===== src/rtl/mostra_sequencia_pkg.sv =====
// Shared MindFocus definitions: display FSM state codes and default LED timing.
package mindfocus_pkg;

  localparam int unsigned ESTADO_W        = 4;
  localparam int unsigned LED_ON_DEFAULT  = 1000;
  localparam int unsigned LED_OFF_DEFAULT = 100;

  typedef enum logic [ESTADO_W-1:0] {
    OCIOSO  = 4'd0,
    CARREGA = 4'd1,
    ACESO   = 4'd2,
    APAGADO = 4'd3,
    FIM     = 4'd4
  } estado_t;

  function automatic int unsigned max_u(input int unsigned a, input int unsigned b);
    return (a > b) ? a : b;
  endfunction

endpackage


===== src/rtl/mostra_sequencia_if.sv =====
// Game-FSM / memory / LED bundle for mostra_sequencia.
// MOSTRA_SEQ_ABORT_EN adds the abortar request line.
interface mostra_sequencia_if
  import mindfocus_pkg::*;
#(
  parameter int unsigned ADDR_W = 4
);
  logic                iniciar;
  logic [ADDR_W-1:0]   limite;
  logic [3:0]          dado;
  logic [ADDR_W-1:0]   endereco;
  logic [3:0]          leds;
  logic                ocupado;
  logic                fim;
  logic [ESTADO_W-1:0] db_estado;
`ifdef MOSTRA_SEQ_ABORT_EN
  logic                abortar;

  modport master (
    output iniciar, limite, dado, abortar,
    input  endereco, leds, ocupado, fim, db_estado
  );
  modport slave (
    input  iniciar, limite, dado, abortar,
    output endereco, leds, ocupado, fim, db_estado
  );
`else
  modport master (
    output iniciar, limite, dado,
    input  endereco, leds, ocupado, fim, db_estado
  );
  modport slave (
    input  iniciar, limite, dado,
    output endereco, leds, ocupado, fim, db_estado
  );
`endif
endinterface


===== src/rtl/mostra_sequencia_temporizador.sv =====
// Loadable down-counter; expirou flags the last cycle of a loaded interval.
module temporizador #(
  parameter int unsigned W = 4
) (
  input  logic         clock,
  input  logic         reset,
  input  logic         carrega,
  input  logic [W-1:0] valor,
  output logic         expirou
);

  logic [W-1:0] cont_q, cont_d;

  always_comb begin
    cont_d = cont_q;
    if (carrega)
      cont_d = valor;
    else if (cont_q != '0)
      cont_d = cont_q - 1'b1;
  end

  always_ff @(posedge clock or negedge reset) begin
    if (!reset) cont_q <= '0;
    else        cont_q <= cont_d;
  end

  // Firing at 1 rather than 0 lets the state change land exactly on cycle N.
  assign expirou = (cont_q == W'(1));

endmodule


===== src/rtl/mostra_sequencia.sv =====
// Sequence-display controller: shows entries 0..limite with fixed on/gap timing.
// MOSTRA_SEQ_ABORT_EN enables the abortar input (abort to idle, no fim).
module mostra_sequencia
  import mindfocus_pkg::*;
#(
  parameter int unsigned ADDR_W         = 4,
  parameter int unsigned LED_ON_CYCLES  = LED_ON_DEFAULT,
  parameter int unsigned LED_OFF_CYCLES = LED_OFF_DEFAULT
) (
  input  logic             clock,
  input  logic             reset,
  mostra_sequencia_if.slave bus
);

  localparam int unsigned TW = $clog2(max_u(LED_ON_CYCLES, LED_OFF_CYCLES) + 1);
  localparam logic [TW-1:0] T_ON  = TW'(LED_ON_CYCLES);
  localparam logic [TW-1:0] T_OFF = TW'(LED_OFF_CYCLES);

  estado_t           estado_q, estado_d;
  logic [ADDR_W-1:0] endereco_q, endereco_d;
  logic [ADDR_W-1:0] lim_q, lim_d;
  logic [3:0]        leds_q, leds_d;
  logic              carrega;
  logic [TW-1:0]     valor;
  logic              expirou;

  temporizador #(.W(TW)) u_temporizador (
    .clock   (clock),
    .reset   (reset),
    .carrega (carrega),
    .valor   (valor),
    .expirou (expirou)
  );

  always_comb begin
    estado_d   = estado_q;
    endereco_d = endereco_q;
    lim_d      = lim_q;
    leds_d     = leds_q;
    carrega    = 1'b0;
    valor      = '0;
    case (estado_q)
      OCIOSO: begin
        endereco_d = '0;
        leds_d     = '0;
        if (bus.iniciar) begin
          lim_d    = bus.limite;
          estado_d = CARREGA;
        end
      end
      CARREGA: begin
        leds_d   = bus.dado;
        carrega  = 1'b1;
        valor    = T_ON;
        estado_d = ACESO;
      end
      ACESO: begin
        if (expirou) begin
          leds_d   = '0;
          carrega  = 1'b1;
          valor    = T_OFF;
          estado_d = APAGADO;
        end
      end
      APAGADO: begin
        leds_d = '0;
        // Compare before incrementing so a full-range limit never wraps.
        if (expirou) begin
          if (endereco_q == lim_q) begin
            estado_d = FIM;
          end else begin
            endereco_d = endereco_q + 1'b1;
            estado_d   = CARREGA;
          end
        end
      end
      FIM: begin
        endereco_d = '0;
        leds_d     = '0;
        estado_d   = OCIOSO;
      end
      default: begin
        endereco_d = '0;
        leds_d     = '0;
        estado_d   = OCIOSO;
      end
    endcase
`ifdef MOSTRA_SEQ_ABORT_EN
    if (bus.abortar && (estado_q != OCIOSO)) begin
      endereco_d = '0;
      leds_d     = '0;
      carrega    = 1'b0;
      estado_d   = OCIOSO;
    end
`endif
  end

  always_ff @(posedge clock or negedge reset) begin
    if (!reset) begin
      estado_q   <= OCIOSO;
      endereco_q <= '0;
      lim_q      <= '0;
      leds_q     <= '0;
    end else begin
      estado_q   <= estado_d;
      endereco_q <= endereco_d;
      lim_q      <= lim_d;
      leds_q     <= leds_d;
    end
  end

  assign bus.endereco  = endereco_q;
  assign bus.leds      = leds_q;
  assign bus.ocupado   = (estado_q != OCIOSO);
  assign bus.fim       = (estado_q == FIM);
  assign bus.db_estado = estado_q;

endmodule


===== src/flat_wrapper.sv =====
// flat-port wrapper written by rule: the top's interface ports become plain ports
module mostra_sequencia_flat import mindfocus_pkg::*;
#(
  parameter int unsigned ADDR_W         = 4,
  parameter int unsigned LED_ON_CYCLES  = LED_ON_DEFAULT,
  parameter int unsigned LED_OFF_CYCLES = LED_OFF_DEFAULT
)
  (clock, reset, bus_iniciar, bus_limite, bus_dado, bus_endereco, bus_leds, bus_ocupado, bus_fim, bus_db_estado);
  mostra_sequencia_if #(.ADDR_W(ADDR_W)) bus_i ();
  input  logic clock;
  input  logic reset;
  input wire logic [$bits(bus_i.iniciar)-1:0] bus_iniciar;
  input wire logic [$bits(bus_i.limite)-1:0] bus_limite;
  input wire logic [$bits(bus_i.dado)-1:0] bus_dado;
  output wire logic [$bits(bus_i.endereco)-1:0] bus_endereco;
  output wire logic [$bits(bus_i.leds)-1:0] bus_leds;
  output wire logic [$bits(bus_i.ocupado)-1:0] bus_ocupado;
  output wire logic [$bits(bus_i.fim)-1:0] bus_fim;
  output wire logic [$bits(bus_i.db_estado)-1:0] bus_db_estado;
  assign bus_i.iniciar = bus_iniciar;
  assign bus_i.limite = bus_limite;
  assign bus_i.dado = bus_dado;
  assign bus_endereco = bus_i.endereco;
  assign bus_leds = bus_i.leds;
  assign bus_ocupado = bus_i.ocupado;
  assign bus_fim = bus_i.fim;
  assign bus_db_estado = bus_i.db_estado;
  mostra_sequencia #(.ADDR_W(ADDR_W), .LED_ON_CYCLES(LED_ON_CYCLES), .LED_OFF_CYCLES(LED_OFF_CYCLES)) u_core (.clock(clock), .reset(reset), .bus(bus_i));
endmodule

===== config.mk =====
export PLATFORM = sky130hd
export DESIGN_NAME = mostra_sequencia_flat
export DESIGN_NICKNAME = d
export VERILOG_FILES = /design/src/rtl/mostra_sequencia_pkg.sv /design/src/rtl/mostra_sequencia_if.sv /design/src/rtl/mostra_sequencia_temporizador.sv /design/src/rtl/mostra_sequencia.sv /design/src/flat_wrapper.sv
export SDC_FILE = /design/constraint.sdc
export NUM_CORES = 1
export LEC_CHECK = 0
export ABC_AREA = 1
export CORE_ASPECT_RATIO = 0.7
export CORE_MARGIN = 2
export CORE_UTILIZATION = 53
export CTS_CLUSTER_DIAMETER = 30
export DETAILED_ROUTE_END_ITERATION = 8
export GPL_ROUTABILITY_DRIVEN = 0
export PLACE_DENSITY = 0.81
export SLEW_MARGIN = 20
export SYNTH_ARGS = -nofsm -noshare
export SYNTH_HDL_FRONTEND = slang
export SYNTH_SLANG_ARGS = --single-unit

===== constraint.sdc =====
create_clock -name clock -period 1.6 [get_ports clock]
set_input_delay 0.32 -clock clock [delete_from_list [all_inputs] [get_ports clock]]
set_output_delay 0.32 -clock clock [all_outputs]
set_load 0.03 [all_outputs]

==> out/metrics.csv, run 1 <==
metric,value,unit
drt-initial-drc-count,68,
area_growth,22.6,%
regArea,626,um^2
vdd_ir_max,0.000554,V
grt_first_pass_wirelength,5.53,mm
p_leak,0.972,nW
crit_top_cell,buf_4,
timing.rr.end,u_core.bus.endereco[3]$_DFFE_PN0P_,
final.hold.worst_slack,0.436,ns
drive_above_1_share,21.0,%
detail_route.wl_per_cell,12.1,um
synth_simple_gate_area_share,42.1,%
highest_clock_frequency_the_design_can_meet,663,MHz
fin_tns_setup,0,ns
detailedRoute.firstPassIterationCount,4,
layout.cells.most_common_list,"nand2_1 (53), inv_1 (25), dfrtp_1 (25)",
critPathLaunchType,flop,
ant_nets,0,
period_minus_slack,1.51,ns
gr-total-overflow,0,
cp.arrival,1.19,ns
die-width,69.5,um
top_ff_cell_synth,dfrtp_1,
power.density_cell_area,550,mW/mm^2
setup_repair_after_global_routing_missed_its_margin,yes,
worst-r2r-cell-count,9,
final_period_utilization,94.3,%
synthesis.instances,200,
syn_nets,214,
critical_path_depth,4,
crit_buf_inv,3,
critical-path-slowest-cell,dfrtp_1,
timing.final.max_slew_violations,0,
design.die.area,0.00346,mm^2
adder_and_majority_gate_portion_of_the_synthesized_area,2.36,%
core,0.00282,mm^2
post-cts-setup-buffer-count,0,
antenna_cells_inserted,0,
timing.critical_path.fanout_max,5,
estimated_wirelength_of_the_detail_placed_design,2.58,mm
post_synth_instance_area,0.00159,mm^2
ys_ff_latch,25,
synth.distinct_cells,28,
maxCapViolations,0,
crit_path_end,bus_ocupado,
clkSlewWorstSetupHoldPaths,0.09,ns
end_kind,output port,
slowest_delay,0.37,ns
clk-insertion-delay-late,0.27,ns
synth_enable_flop_cells,0,
synth_warnings,0,
path_delay_family,buffers and inverters,
first_global_vias,1158,
multi_input_gate_area,830,um^2
placement.io_buffers,23,
remaining_drc_errors,0,
r2r_start,u_core.u_temporizador.cont_q[1]$_DFFE_PN0P_,
grt_start_max_net_pins,26,
final_common_cell,nand2_1,
finalSetupViolations,0,
floorplan.io_pins,25,
detail_route.vias_per_cell,5.03,
synth_seq_area_share,39.3,%
post_synth_mux_area_share,0,%
cts-htree-levels,1,
cts_made_buffers,3,
r2r_slack,0.15,ns
critPathRequiredTime,1.28,ns
root_buf_cell,clkbuf_8,
grtUsageTotal,20.8,%
design.final.nets,248,
path_cells,buf_4 > inv_4 > nand3_1 > buf_4,
tritoncts,yes,
crit_path_launch,u_core.bus.db_estado[0]$_DFFE_PN0P_,
routed_wirelength,3.26,mm
synth_top_family_by_area,simple AND/OR/NAND/NOR gates,
run_status,completed,
cts.sink_count,25,
criticalPathCategory,reg2out,
synth_compound_gate_area_share,5.35,%
hold_viol_final,0,
synth_async_sr_flop_share,100,%
fin_skew,0.00641,ns
post_synth.cell_area_avg,7.95,um^2
final_critical_path_setup_slack,0.0912,ns
dieHeight,49.8,um
fillerInstances,245,
number_of_antenna_violations_at_the_first_check_in_global_routing,0,
holdCritPathClass,in2async,
initial_core_utilization,56.3,%
std_cell_rows,16,
via_count,1353,
post_synth_xor_area_fraction,1.65,%
detailedPlace.worstSlack,0.135,ns
clk_path_buf_depth,2,
registers in the layout (all words and copies together) (netlist names):
name,flops
u_core.bus.db_estado,3
u_core.u_temporizador.cont_q,10
u_core.bus.leds,4
u_core.lim_q,4
u_core.bus.endereco,4
layout make-up:
| cell class | count | share of cell area, % |
|---|---|---|
| multi-input cells | 139 | 42.6 |
| flip-flops and latches | 25 | 32.1 |
| repair buffers | 31 | 13.9 |
| inverters | 34 | 6.80 |
| well taps | 36 | 2.31 |
| clock buffers | 4 | 2.31 |
per-stage QoR:
step	power [mW]	std cells	util, %	instance area (um^2)
final	1.07	269	69.1	1950
after global routing	1.11	269	69.1	1950
after CTS	1.08	269	68.9	1940
after detailed placement	0.722	265	67.8	1910
after global placement	0.721	265	67.8	1910
after floorplan	0.673	200	-	1600
worst register-to-register path, cell delays in order, from the launching register on:
cell and delay (ns):
dfrtp_1 0.42, inv_1 0.09, ha_2 0.20, inv_1 0.07, nor2_2 0.14, nand3_4 0.12, nand2_4 0.11, nand3_4 0.09
nand2_1 0.06, nand2_1 0.04
cells in the mapped netlist, types with 6 or more instances:
cell type	instances	area, um^2
a21oi_1	8	40.0
dfrtp_1	25	626
inv_1	25	93.8
inv_2	8	30.0
nand2_1	53	199
nand3_1	13	65.1
nand4_1	8	50.1
nor2_1	13	48.8
nor2_4	6	67.6
o21ai_0	9	45.0
cells by family (layout without fill, tap and decap cells):
| group | Yosys count | after routing |
|---|---|---|
| AND/OR/NAND/NOR | 115 | 115 |
| buffers and inverters | 36 | 69 |
| flip-flops | 25 | 25 |
| AO/OA/AOI/OAI | 17 | 17 |
| adder cells (fa/ha/maj) | 3 | 3 |
| XOR/XNOR | 3 | 3 |
| other | 1 | 1 |
per-layer routing:
metal | up-vias | track usage (%) | part of all wire, %
met1 | 623 | 34.0 | 54
met3 | 2 | 4.29 | 6.1
li1 | 694 | - | -
met4 | 0 | 4.90 | 0.83
met5 | - | 0 | 0
met2 | 34 | 27.6 | 39
power by group:
| group | switching [mW] | internal, mW |
|---|---|---|
| clock | 0.190 | 0.178 |
| sequential | 0.00316 | 0.636 |
| combinational | 0.0342 | 0.0306 |
what timing repair did:
action	CTS	global route
endpoints found under the setup margin	11	3
hold buffers	0	0
gates resized for setup	11	2
worst min path at each step:
stage | startpoint | to | slack, ns | cells after the start
3_3_place_gp | u_core.lim_q[1]$_DFFE_PN0P_ | u_core.lim_q[1]$_DFFE_PN0P_ | 0.52 | 2
3_5_place_dp | u_core.bus.leds[1]$_DFFE_PN0P_ | u_core.bus.leds[1]$_DFFE_PN0P_ | 0.52 | 2
5_1_grt | reset | u_core.u_temporizador.cont_q[6]$_DFFE_PN0P_ | 0.47 | 2
4_1_cts | reset | u_core.u_temporizador.cont_q[6]$_DFFE_PN0P_ | 0.45 | 2
6_report | reset | u_core.lim_q[3]$_DFFE_PN0P_ | 0.44 | 2
2_1_floorplan | reset | u_core.bus.db_estado[0]$_DFFE_PN0P_ | 0.02 | 0
No activity file was read; power rests on OpenSTA's default activity.
==> inputs of run 2 (changes only) <==
CORE_UTILIZATION = 49   (was 53)
PLACE_DENSITY = 0.76   (was 0.81)
==> out/metrics.csv, run 2 (synthesis results as in run 1) <==
metric,value,unit,change
grt_start_max_net_pins,26,,unchanged
final_period_utilization,95.3,%,+0.99 points
placed_cells_incl_taps,268,,+1.1%
estimated_wirelength_of_the_detail_placed_design,2.69,mm,+4.1%
fillerInstances,269,,+9.8%
design.final.nets,250,,+0.81%
regArea,626,um^2,unchanged
dieHeight,51.7,um,+3.7%
layout.cells.most_common_list,"nand2_1 (53), inv_1 (25), dfrtp_1 (25)",,
critPathRequiredTime,1.28,ns,about the same
final_common_cell,nand2_1,,
setup_repair_after_global_routing_missed_its_margin,no,,
path_cells,buf_4 > inv_4 > nand3_1 > buf_4,,
die-width,72.1,um,+3.8%
detail_route.wl_per_cell,12.4,um,+2.0%
clkSlewWorstSetupHoldPaths,0.09,ns,about the same
tritoncts,yes,,
holdCritPathClass,in2async,,
r2r_slack,0.15,ns,about the same
grt_first_pass_wirelength,5.85,mm,+5.7%
slowest_delay,0.39,ns,+0.02 ns
first_global_vias,1166,,+0.69%
finalSetupViolations,0,,unchanged
timing.critical_path.fanout_max,5,,unchanged
grtUsageTotal,20.9,%,+0.051 points
clk_path_buf_depth,2,,unchanged
cts.sink_count,25,,unchanged
fin_skew,0.00799,ns,+0.00158 ns
run_status,completed,,
via_count,1354,,+0.074%
design.die.area,0.00372,mm^2,+7.6%
ant_nets,0,,unchanged
critPathLaunchType,flop,,
p_leak,0.985,nW,+1.3%
detailedPlace.worstSlack,0.0976,ns,-0.0374 ns
area_growth,23.8,%,
root_buf_cell,clkbuf_8,,
std_cell_rows,17,,+1
path_delay_family,buffers and inverters,,
vdd_ir_max,0.000602,V,+8.8%
number_of_antenna_violations_at_the_first_check_in_global_routing,0,,unchanged
detail_route.vias_per_cell,4.96,,-1.4%
placement.io_buffers,23,,unchanged
criticalPathCategory,reg2out,,
crit_top_cell,buf_4,,
critical-path-slowest-cell,dfrtp_1,,
highest_clock_frequency_the_design_can_meet,656,MHz,-1.0%
multi_input_gate_area,830,um^2,unchanged
core,0.00313,mm^2,+11%
detailedRoute.firstPassIterationCount,4,,unchanged
drive_above_1_share,22.1,%,+1.1 points
initial_core_utilization,50.9,%,-5.5 points
hold_viol_final,0,,unchanged
final_critical_path_setup_slack,0.0754,ns,-0.0158 ns
layout.core_utilization,62.9,%,-6.1 points
fin_tns_setup,0,ns,unchanged
maxCapViolations,0,,unchanged
crit_buf_inv,3,,unchanged
clk-insertion-delay-late,0.27,ns,about the same
routed_wirelength,3.38,mm,+3.5%
floorplan.io_pins,25,,unchanged
cts-htree-levels,1,,unchanged
antenna_cells_inserted,0,,unchanged
remaining_drc_errors,0,,unchanged
timing.final.max_slew_violations,0,,unchanged
drt-initial-drc-count,87,,+28%
period_minus_slack,1.52,ns,+0.0158 ns
cts_made_buffers,3,,unchanged
end_kind,output port,,
gr-total-overflow,0,,unchanged
regMostFlops,u_core.u_temporizador.cont_q,,
layout.cells.non_filler,273,,+1.5%
power.density_cell_area,550,mW/mm^2,about the same
cts_hold_buf,0,,unchanged
flip_flop_count_of_the_largest_register_after_layout,10,,unchanged
cp.arrival,1.20,ns,about the same
run 2: cell count changes in the layout (fill, tap and decap cells not counted), sizes merged:
cell / previous run / this run
buf: 10 / 12
clkbuf: 4 / 3
clkinv: 0 / 1
run 2: path summary, 6_finish.rpt:
path | start | to | cells past startpoint
worst max-delay path | u_core.bus.db_estado[0]$_DFFE_PN0P_ | bus_ocupado | 4
min in group clock | u_core.bus.leds[0]$_DFFE_PN0P_ | u_core.bus.leds[0]$_DFFE_PN0P_ | 2
max in group asynchronous | reset | u_core.lim_q[1]$_DFFE_PN0P_ | 2
worst max register to register | u_core.u_temporizador.cont_q[1]$_DFFE_PN0P_ | u_core.bus.endereco[2]$_DFFE_PN0P_ | 9
worst min-delay path | reset | u_core.u_temporizador.cont_q[0]$_DFFE_PN0P_ | 2
worst min register to register | u_core.bus.leds[0]$_DFFE_PN0P_ | u_core.bus.leds[0]$_DFFE_PN0P_ | 2
run 2: per-stage QoR:
stage	area (um^2)	hold WS, ns	total power [mW]
3_3_place_gp	1920	0.527	0.722
2_1_floorplan	1600	0.0244	0.673
5_1_grt	1970	0.443	1.14
6_report	1970	0.404	1.08
3_5_place_dp	1920	0.508	0.722
4_1_cts	1960	0.414	1.09
run 2: metal layers:
metal,vias up,track usage [%],share of wire [%]
met5,-,0,0
met4,0,5.35,1.3
met3,4,4.84,4.3
met2,31,26.5,39
met1,615,34.2,55
li1,704,-,-
run 2: final cells by class:
| type | instances | area share, % |
|---|---|---|
| well taps | 38 | 2.42 |
| flip-flops and latches | 25 | 31.8 |
| inverters | 34 | 6.74 |
| multi-input cells | 139 | 42.1 |
| repair buffers | 33 | 14.6 |
| clock buffers | 3 | 2.10 |
| clock inverters | 1 | 0.254 |
run 2: report_power, final:
part | switching (mW) | total, mW | internal [mW] | leakage (nW)
sequential | 0.00263 | 0.639 | 0.636 | 0.285
combinational | 0.0345 | 0.0651 | 0.0306 | 0.674
clock | 0.204 | 0.378 | 0.174 | 0.0255
total | 0.241 | 1.08 | 0.841 | 0.985
run 2: what timing repair did:
action,CTS,global route
endpoints found under the setup margin,11,5
gates cloned,0,0
setup buffers,0,1
gates resized for setup,11,2
run 2: worst reg2reg max path: cells and delay by family, from the launching register on:
family,cells,cell delay [ns]
AND/OR/NAND/NOR,6,0.60
flip-flops,1,0.40
adder cells (fa/ha/maj),1,0.20
buffers and inverters,2,0.15
